File: src/rtl/moe_pkg.sv
// Shared constants and types for the MoE PE-array datapath blocks.
package moe_pkg;

    localparam int unsigned FP16_W   = 16;
    localparam int unsigned PE_LANES = 16;
    localparam int unsigned VEC_W    = FP16_W * PE_LANES;

    typedef enum logic [1:0] {
        StIdle = 2'd0,
        StRun  = 2'd1,
        StDone = 2'd2
    } coll_state_e;

endpackage

File: src/rtl/collector_slot_ram.sv
// Ring of reassembly slots: per-lane writes into any slot, fill masks, and one read port.
module collector_slot_ram import moe_pkg::*; #(
    parameter int unsigned LANES = PE_LANES,
    parameter int unsigned DW    = FP16_W,
    parameter int unsigned DEPTH = 4,
    localparam int unsigned PW   = $clog2(DEPTH)
) (
    input  logic                             clk_i,
    input  logic                             rst_ni,
    input  logic                             clr_i,
    input  logic [LANES-1:0]                 wr_en_i,
    input  logic [LANES-1:0][PW-1:0]         wr_slot_i,
    input  logic [LANES*DW-1:0]              wr_data_i,
    input  logic                             pop_i,
    input  logic [PW-1:0]                    rptr_i,
    output logic [DEPTH-1:0][LANES-1:0]      mask_o,
    output logic [LANES*DW-1:0]              rd_data_o
);

    logic [DEPTH-1:0][LANES-1:0] mask_q, mask_d;
    logic [LANES*DW-1:0]         data_q [DEPTH];

    // A lane can never write the slot being popped: its mask bit is still set.
    always_comb begin
        mask_d = mask_q;
        if (clr_i) begin
            mask_d = '0;
        end else begin
            if (pop_i) begin
                mask_d[rptr_i] = '0;
            end
            for (int i = 0; i < int'(LANES); i++) begin
                if (wr_en_i[i]) begin
                    mask_d[wr_slot_i[i]][i] = 1'b1;
                end
            end
        end
    end

    always_ff @(posedge clk_i or negedge rst_ni) begin
        if (!rst_ni) begin
            mask_q <= '0;
        end else begin
            mask_q <= mask_d;
        end
    end

    always_ff @(posedge clk_i) begin
        for (int s = 0; s < int'(DEPTH); s++) begin
            for (int i = 0; i < int'(LANES); i++) begin
                if (wr_en_i[i] && (wr_slot_i[i] == PW'(s))) begin
                    data_q[s][i*DW +: DW] <= wr_data_i[i*DW +: DW];
                end
            end
        end
    end

    assign mask_o    = mask_q;
    assign rd_data_o = data_q[rptr_i];

endmodule

File: src/rtl/output_collector.sv
// Reassembles skewed per-PE FP16 results into in-order 16-lane vectors for the gating stage.
module output_collector import moe_pkg::*; #(
    parameter int unsigned LANES = PE_LANES,
    parameter int unsigned DW    = FP16_W,
    parameter int unsigned DEPTH = 4,
    parameter int unsigned CNT_W = 16
) (
    input  logic                clk_i,
    input  logic                rst_ni,
    input  logic                cfg_start_i,
    input  logic [CNT_W-1:0]    cfg_vec_num_i,
    output logic                busy_o,
    input  logic [LANES-1:0]    pe_valid_i,
    input  logic [LANES*DW-1:0] pe_data_i,
    output logic [LANES-1:0]    pe_ready_o,
    output logic                out_valid_o,
    input  logic                out_ready_i,
    output logic [LANES*DW-1:0] out_vec_o,
    output logic                out_last_o,
    output logic                done_o
);

    localparam int unsigned PW = $clog2(DEPTH);

    coll_state_e                 state_q, state_d;
    logic [CNT_W-1:0]            n_q, n_d;
    logic [LANES-1:0][PW-1:0]    wptr_q, wptr_d;
    logic [LANES-1:0][CNT_W-1:0] cnt_q, cnt_d;
    logic [PW-1:0]               rptr_q, rptr_d;
    logic [CNT_W-1:0]            out_cnt_q, out_cnt_d;

    logic [DEPTH-1:0][LANES-1:0] mask;
    logic [LANES*DW-1:0]         rd_data;
    logic [LANES-1:0]            wr_en;
    logic                        run;
    logic                        start;
    logic                        pop;

    assign run   = (state_q == StRun);
    assign start = (state_q == StIdle) && cfg_start_i;

    always_comb begin
        pe_ready_o = '0;
        for (int i = 0; i < int'(LANES); i++) begin
            pe_ready_o[i] = run && !mask[wptr_q[i]][i] && (cnt_q[i] < n_q);
        end
    end

    assign wr_en       = pe_valid_i & pe_ready_o;
    assign out_valid_o = run && (&mask[rptr_q]);
    assign pop         = out_valid_o && out_ready_i;
    assign out_last_o  = out_valid_o && (out_cnt_q == (n_q - CNT_W'(1)));
    assign out_vec_o   = out_valid_o ? rd_data : '0;
    assign busy_o      = run;
    assign done_o      = (state_q == StDone);

    always_comb begin
        state_d   = state_q;
        n_d       = n_q;
        wptr_d    = wptr_q;
        cnt_d     = cnt_q;
        rptr_d    = rptr_q;
        out_cnt_d = out_cnt_q;
        unique case (state_q)
            StIdle: begin
                if (cfg_start_i) begin
                    state_d   = StRun;
                    n_d       = (cfg_vec_num_i == '0) ? CNT_W'(1) : cfg_vec_num_i;
                    wptr_d    = '0;
                    cnt_d     = '0;
                    rptr_d    = '0;
                    out_cnt_d = '0;
                end
            end
            StRun: begin
                for (int i = 0; i < int'(LANES); i++) begin
                    if (wr_en[i]) begin
                        wptr_d[i] = wptr_q[i] + PW'(1);
                        cnt_d[i]  = cnt_q[i] + CNT_W'(1);
                    end
                end
                if (pop) begin
                    rptr_d    = rptr_q + PW'(1);
                    out_cnt_d = out_cnt_q + CNT_W'(1);
                    if (out_last_o) begin
                        state_d = StDone;
                    end
                end
            end
            StDone: begin
                state_d = StIdle;
            end
            default: begin
                state_d = StIdle;
            end
        endcase
    end

    always_ff @(posedge clk_i or negedge rst_ni) begin
        if (!rst_ni) begin
            state_q   <= StIdle;
            n_q       <= '0;
            wptr_q    <= '0;
            cnt_q     <= '0;
            rptr_q    <= '0;
            out_cnt_q <= '0;
        end else begin
            state_q   <= state_d;
            n_q       <= n_d;
            wptr_q    <= wptr_d;
            cnt_q     <= cnt_d;
            rptr_q    <= rptr_d;
            out_cnt_q <= out_cnt_d;
        end
    end

    collector_slot_ram #(
        .LANES (LANES),
        .DW    (DW),
        .DEPTH (DEPTH)
    ) u_slot_ram (
        .clk_i     (clk_i),
        .rst_ni    (rst_ni),
        .clr_i     (start),
        .wr_en_i   (wr_en),
        .wr_slot_i (wptr_q),
        .wr_data_i (pe_data_i),
        .pop_i     (pop),
        .rptr_i    (rptr_q),
        .mask_o    (mask),
        .rd_data_o (rd_data)
    );

endmodule

File: config.mk
export PLATFORM = sky130hd
export DESIGN_NAME = output_collector
export DESIGN_NICKNAME = d
export VERILOG_FILES = /design/src/rtl/moe_pkg.sv /design/src/rtl/collector_slot_ram.sv /design/src/rtl/output_collector.sv
export SDC_FILE = /design/constraint.sdc
export NUM_CORES = 2
export LEC_CHECK = 0
export BUFFER_PORTS_ARGS = -buffer_cell sky130_fd_sc_hd__buf_2
export CAP_MARGIN = 30
export CORE_AREA = 4 4 494 398
export DETAILED_ROUTE_END_ITERATION = 10
export DIE_AREA = 0 0 498 402
export SETUP_SLACK_MARGIN = 0.05
export SKIP_CTS_REPAIR_TIMING = 1
export SLEW_MARGIN = 40
export SYNTH_ARGS = -nofsm -noshare
export SYNTH_HDL_FRONTEND = slang
export SYNTH_HIERARCHICAL = 1
export SYNTH_SLANG_ARGS = --single-unit
File: constraint.sdc
create_clock -name clk_i -period 8.2 [get_ports clk_i]
set_input_delay 0.41 -clock clk_i [delete_from_list [all_inputs] [get_ports clk_i]]
set_output_delay 0.41 -clock clk_i [all_outputs]
set_load 0.02 [all_outputs]
* Word-level counts from Yosys, hierarchy flattened
Memory sizes are Yosys's and may differ from the RTL's.
Cells that the tools add are included.
** Word-level totals
- Bits in writable memories :: 1024
- Memories :: 1
- Bits in registers :: 388
- Output and inout bits :: 276
- Word-level logic and storage cells :: 665
- Bits of input ports :: 292
** Operators by class
- Equality and inequality tests :: 70
- $add $sub $neg :: 35
- Muxes and demuxes :: 278
- Bitwise operators :: 19
- Reduce and logical (&&, ||, !) cells :: 172
- Magnitude comparators :: 50
** Memories
- u_slot_ram.data_q :: words 4, bits a word 256, rd ports 1, clocked after memory_dff 0, wr ports 4, line collector_slot_ram.sv:21 : logic [LANES*DW-1:0] data_q [DEPTH];
** Operators with widths (number)
- 2-to-1 mux 64 bit :: 34
- bitwise OR 64 bit :: 16
- binary-select mux 16 bit (select 2 bit) :: 17
- demux 16 bit (select 2 bit) :: 17
- 2-to-1 mux 256 bit :: 2
- case mux 256 bit (2 select lines) :: 1
- 2-to-1 mux 16 bit :: 23
- adder 16 x 1 -> 16 bit (second input constant) :: 17
- less-than comparator 16 bit :: 16
- 2-to-1 mux 1 bit :: 130
- logical AND 1 bit :: 117
- == test 2 bit (second input constant) :: 33
- bitwise AND 64 bit :: 1
- inverter 64 bit :: 1
- case mux 32 bit (2 select lines) :: 1
- AND reduction 3 bit :: 18
- less-than comparator 2 x 3 -> 1 bit (second input constant) :: 17
- 2-to-1 mux 2 bit :: 23
- adder 2 x 1 -> 2 bit (second input constant) :: 17
- == test 2 x 1 -> 1 bit (second input constant) :: 17
- greater-or-equal comparator 2 x 1 -> 1 bit (second input constant) :: 17
- zero test 2 bit :: 17
- inequality test 2 x 1 -> 1 bit (second input constant) :: 17
- 2-to-1 mux 32 bit :: 1
- other kinds (24) :: 54

* Logic depth before layout (Yosys ltp)
- Word-level depth :: 56
- Mapped depth :: 14
- Gate-level depth less buffers :: 12

* Cells and area by module
The synthesis kept the hierarchy.
** By module, submodules not included
- collector_slot_ram :: seq. area each 32351.0 um2, cells each 1658, area an instance 40123.5 um2, instances 1
- output_collector :: seq. area each 8107.8 um2, cells each 2848, area an instance 24845.1 um2, instances 1

* Worst setup path after synthesis
Ideal clock, no wire load.
- Kind :: reg2reg
- Start :: register n_q[1]
- End :: memory u_slot_ram/data_q[0][128] in the netlist's numbering (enable)
- Library setup time :: 0.413 ns
- Setup slack :: 4.089 ns
- Stages on the path, launching flop included :: 11
- Arrival :: 3.698 ns
- Buffers on the path :: 2
- Clock period less this slack :: 4.111 ns
- Required time :: 7.787 ns
- Cell sequence :: dfrtp_1 inv_1 ha_1 a21o_1 a211o_1 a211oi_1 o21ai_1 inv_1 clkbuf_1 buf_2 nor3b_1
** RTL lines
- start: declaration :: line output_collector.sv:26 : logic [CNT_W-1:0] n_q, n_d;
- start signal: assignment :: line output_collector.sv:109 : n_q <= n_d;
- end: declaration :: line collector_slot_ram.sv:21

* Worst setup path in the final report
- Start :: register rptr_q[0]
- End :: output out_vec_o[225]
** On the way
- Cells in the longest elaborated chain, start to end :: 5
- Elaborated cells between the ends (all ways) :: 6
- Those cells by class :: 3 x mux; 2 x reduce/logical; 1 x memory
** Ends and longest elaborated chain
- start: declaration :: line output_collector.sv:29 : logic [PW-1:0] rptr_q, rptr_d;
- start signal: assignment :: line output_collector.sv:112 : rptr_q <= rptr_d;
- binary-select mux 16 bit (select 2 bit) :: line output_collector.sv:50 : assign out_valid_o = run && (&mask[rptr_q]);
- 2-to-1 mux 16 bit (implied by the code) :: line output_collector.sv:50
- AND reduction 16 bit :: line output_collector.sv:50
- logical AND 1 bit :: line output_collector.sv:50
- 2-to-1 mux 256 bit * :: line output_collector.sv:53 : assign out_vec_o = out_valid_o ? rd_data : '0;
- end: declaration :: line output_collector.sv:18 : output logic [LANES*DW-1:0] out_vec_o,
Every way passes the cells marked *; elsewhere a longest branch is shown, timed or not. The select of a mux whose other input is x is not followed.

==> impl_metrics.json <==
{
  "worstReg2RegEnd": "u_slot_ram/mask_o[38]$_DFF_PN0_",
  "gp_congestion": 0.822,
  "max_stage_delay_ns": 0.79,
  "path_depth": 9,
  "cts.sinks": 1412,
  "p_total_mw": 22.7,
  "critPathLaunchType": "flip-flop",
  "endpoint_kind": "output port",
  "drive_gt1_frac": 0.232,
  "grt_pass1_wl_um": 273000,
  "final_common_cell": "edfxtp_1",
  "relSlewSlack": 0.422,
  "io_pins": 568,
  "final_net_count": 5936,
  "grt_pass1_vias": 41200,
  "clock_latency_ns": 0.80,
  "hold_viol": 0,
  "crit_buf_inv": 4,
  "p_leak_nw": 31.3,
  "viasPerCell": 5.34,
  "dp_hpwl_um": 125000,
  "period_needed_ns": 5.24,
  "rows": 144,
  "critPathMostFrequentCell": "buf_4",
  "synth-warning-count": 6,
  "synth_async_sr_flop_share": 0.275,
  "worstHoldStart": "pe_valid_i[15]",
  "crit_fanout": 104,
  "drc_errors": 0,
  "ir_worst_vdd_uv": 220,
  "critPathSlowestCell": "dfrtp_4",
  "final_area_mm2": 0.0789,
  "synth_edf_count": 1024,
  "timing.hold.ws_ns": 0.0190,
  "timing.final.max_slew_violations": 0,
  "drtIter0Drc": 3970,
  "ant_nets": 0,
  "p_per_area_mw_per_mm2": 287,
  "cts_made_buffers": 154,
  "grt_overflow": 0,
  "mostFrequentLayoutCells": "1024 x edfxtp_1, 567 x buf_2, 386 x dfrtp_1",
  "htree_levels": 4,
  "post_synth_instance_area_mm2": 0.0650,
  "fp.dieH_um": 402,
  "cp_cell_sequence": "buf_4 > nand4_1 > nor4_1 > a22oi_1 > mux2i_4 > buf_6 > buf_4 > and3_1 > buf_2",
  "arrival_ns": 4.83,
  "worstPathRequired_ns": 7.79,
  "whs_path_depth": 4,
  "routed_wl_um": 185000,
  "clockBufferDepth": 3,
  "rsz0062_at_grt": "no",
  "core_area_mm2": 0.192,
  "initial_core_util": 0.339,
  "yosysSeqAreaShare": 0.623,
  "holdCritPathClass": "in2reg",
  "die_w_um": 498,
  "die-area_mm2": 0.200,
  "holdPathEnd": "wptr_q[31]$_DFFE_PN0P_",
  "yosys_most_used_dff": "edfxtp_1",
  "skew_ns": 0.0533,
  "cap_violations": 0,
  "wl_per_cell_um": 22.9,
  "ys_ff_latch": 1412,
  "place_area_mm2": 0.0710,
  "cts_root_buf": "clkbuf_16",
  "r2r_cells": 10,
  "antenna_found_initial": 29,
  "period_share": 0.639,
  "via_count": 43200,
  "status": "finished, final reports clean",
  "area_growth_pct": 21.5,
  "cts_tree": "done",
  "synth_cells": 4506,
  "crit_type": "reg2out",
  "clk_pin_slew_ns": 0.06,
  "synthesis.nets": 5056,
  "fin_util": 0.412,
  "first_pass_iters": 7,
  "grt_usage": 0.179,
  "grt_max_degree": 109,
  "yosys.cell_types.count": 91,
  "portBuffers": 567,
  "crit_family": "buffers and inverters",
  "syn_avg_cell_area_um2": 14.4,
  "fmax_mhz": 191,
  "tightestPinTransition_ns": 0.867,
  "r2r_start": "rptr_q[0]$_DFFE_PN0P_",
  "tns_ns": 0,
  "r2r_slack_ns": 3.18,
  "finalSetupViolCount": 0
}
cell usage after synthesis, types with 28 or more instances:
library cell  instances  area (µm²)
nand2_1             270        1010
o211ai_1             28         210
xor2_1               39         342
edfxtp_1           1024       30700
nor2_1              199         747
a21oi_1             186         931
nand2b_1             80         500
clkbuf_1            126         473
xnor2_1              36         315
or3_1                53         332
and3_1              350        2190
o32ai_1              33         289
ha_1                258        3230
mux2i_1              39         390
or4_1                45         338
mux4_2              272        6130
nor3_1               68         340
dfrtp_1             388        9710
buf_6                29         327
nand4_1              87         544
buf_2                55         275
inv_1               111         417
o31ai_1              39         293
o21ai_0             136         681
nand3_1             111         556
a211o_1              44         385
a21o_1               52         390
state kept, by name, summed over array words and instances (netlist names):
signal and flops:
state_q 2, u_slot_ram/data_q 1024, u_slot_ram/mask_o 64, out_cnt_q 16, cnt_q 256, wptr_q 32
n_q 16, rptr_q 2
power breakdown:
group / switching (mW) / internal (mW)
Sequential: 0.898 / 9.15
Clock: 2.98 / 3.83
Combinational: 3.84 / 1.97
kinds of logic after synthesis:
logic type / share of synthesized area
and+or+nand+nor: 0.118
buffers and inverters: 0.0239
AOI/OAI and AO/OA: 0.0747
muxes: 0.101
xor gates and xnor gates: 0.0101
DFF: 0.623
adders and majority gates: 0.0497
stage by stage:
step,setup WS [ns],instances
final,2.96,8079
after global routing,2.43,8066
after CTS,2.76,7784
after detailed placement,3.15,7509
after global placement,3.23,7502
after floorplan,4.09,4506
routing by layer:
layer / up-vias / GRT usage / part of all wire
met5: - / 0 / 0.00019
met4: 6 / 0.0436 / 0.023
met3: 258 / 0.0362 / 0.067
met2: 1472 / 0.283 / 0.47
met1: 21900 / 0.252 / 0.44
li1: 19500 / - / -
worst max path at each step:
stage | from | endpoint
after global placement | rptr_q[0]$_DFFE_PN0P_ | u_slot_ram/mask_o[11]$_DFF_PN0_
after floorplan | n_q[1]$_DFFE_PN0P_ | u_slot_ram/data_q[0][128]$_DFFE_PP_
after detailed placement | rptr_q[0]$_DFFE_PN0P_ | u_slot_ram/mask_o[43]$_DFF_PN0_
after global routing | rptr_q[0]$_DFFE_PN0P_ | out_vec_o[185]
after CTS | rptr_q[0]$_DFFE_PN0P_ | out_vec_o[253]
final | rptr_q[0]$_DFFE_PN0P_ | out_vec_o[225]
cell type report:
cell class                 count  area (µm²)
clock buffer                 186        4010
tap                         2555        3200
antenna                       19        47.5
multi-input combinational   2760       23200
fill                       17500      113000
clock inverter                89         998
timing repair buffer         943        6570
inverter                     115         447
sequential                  1412       40500
tightest hold or removal path, delay by kind of cell:
family | cells | cell delay [ns]
AO/OA/AOI/OAI | 1 | 0.08
buffers and inverters | 1 | 0.14
AND/OR/NAND/NOR | 2 | 0.15
No activity file was read; power rests on OpenSTA's default activity.
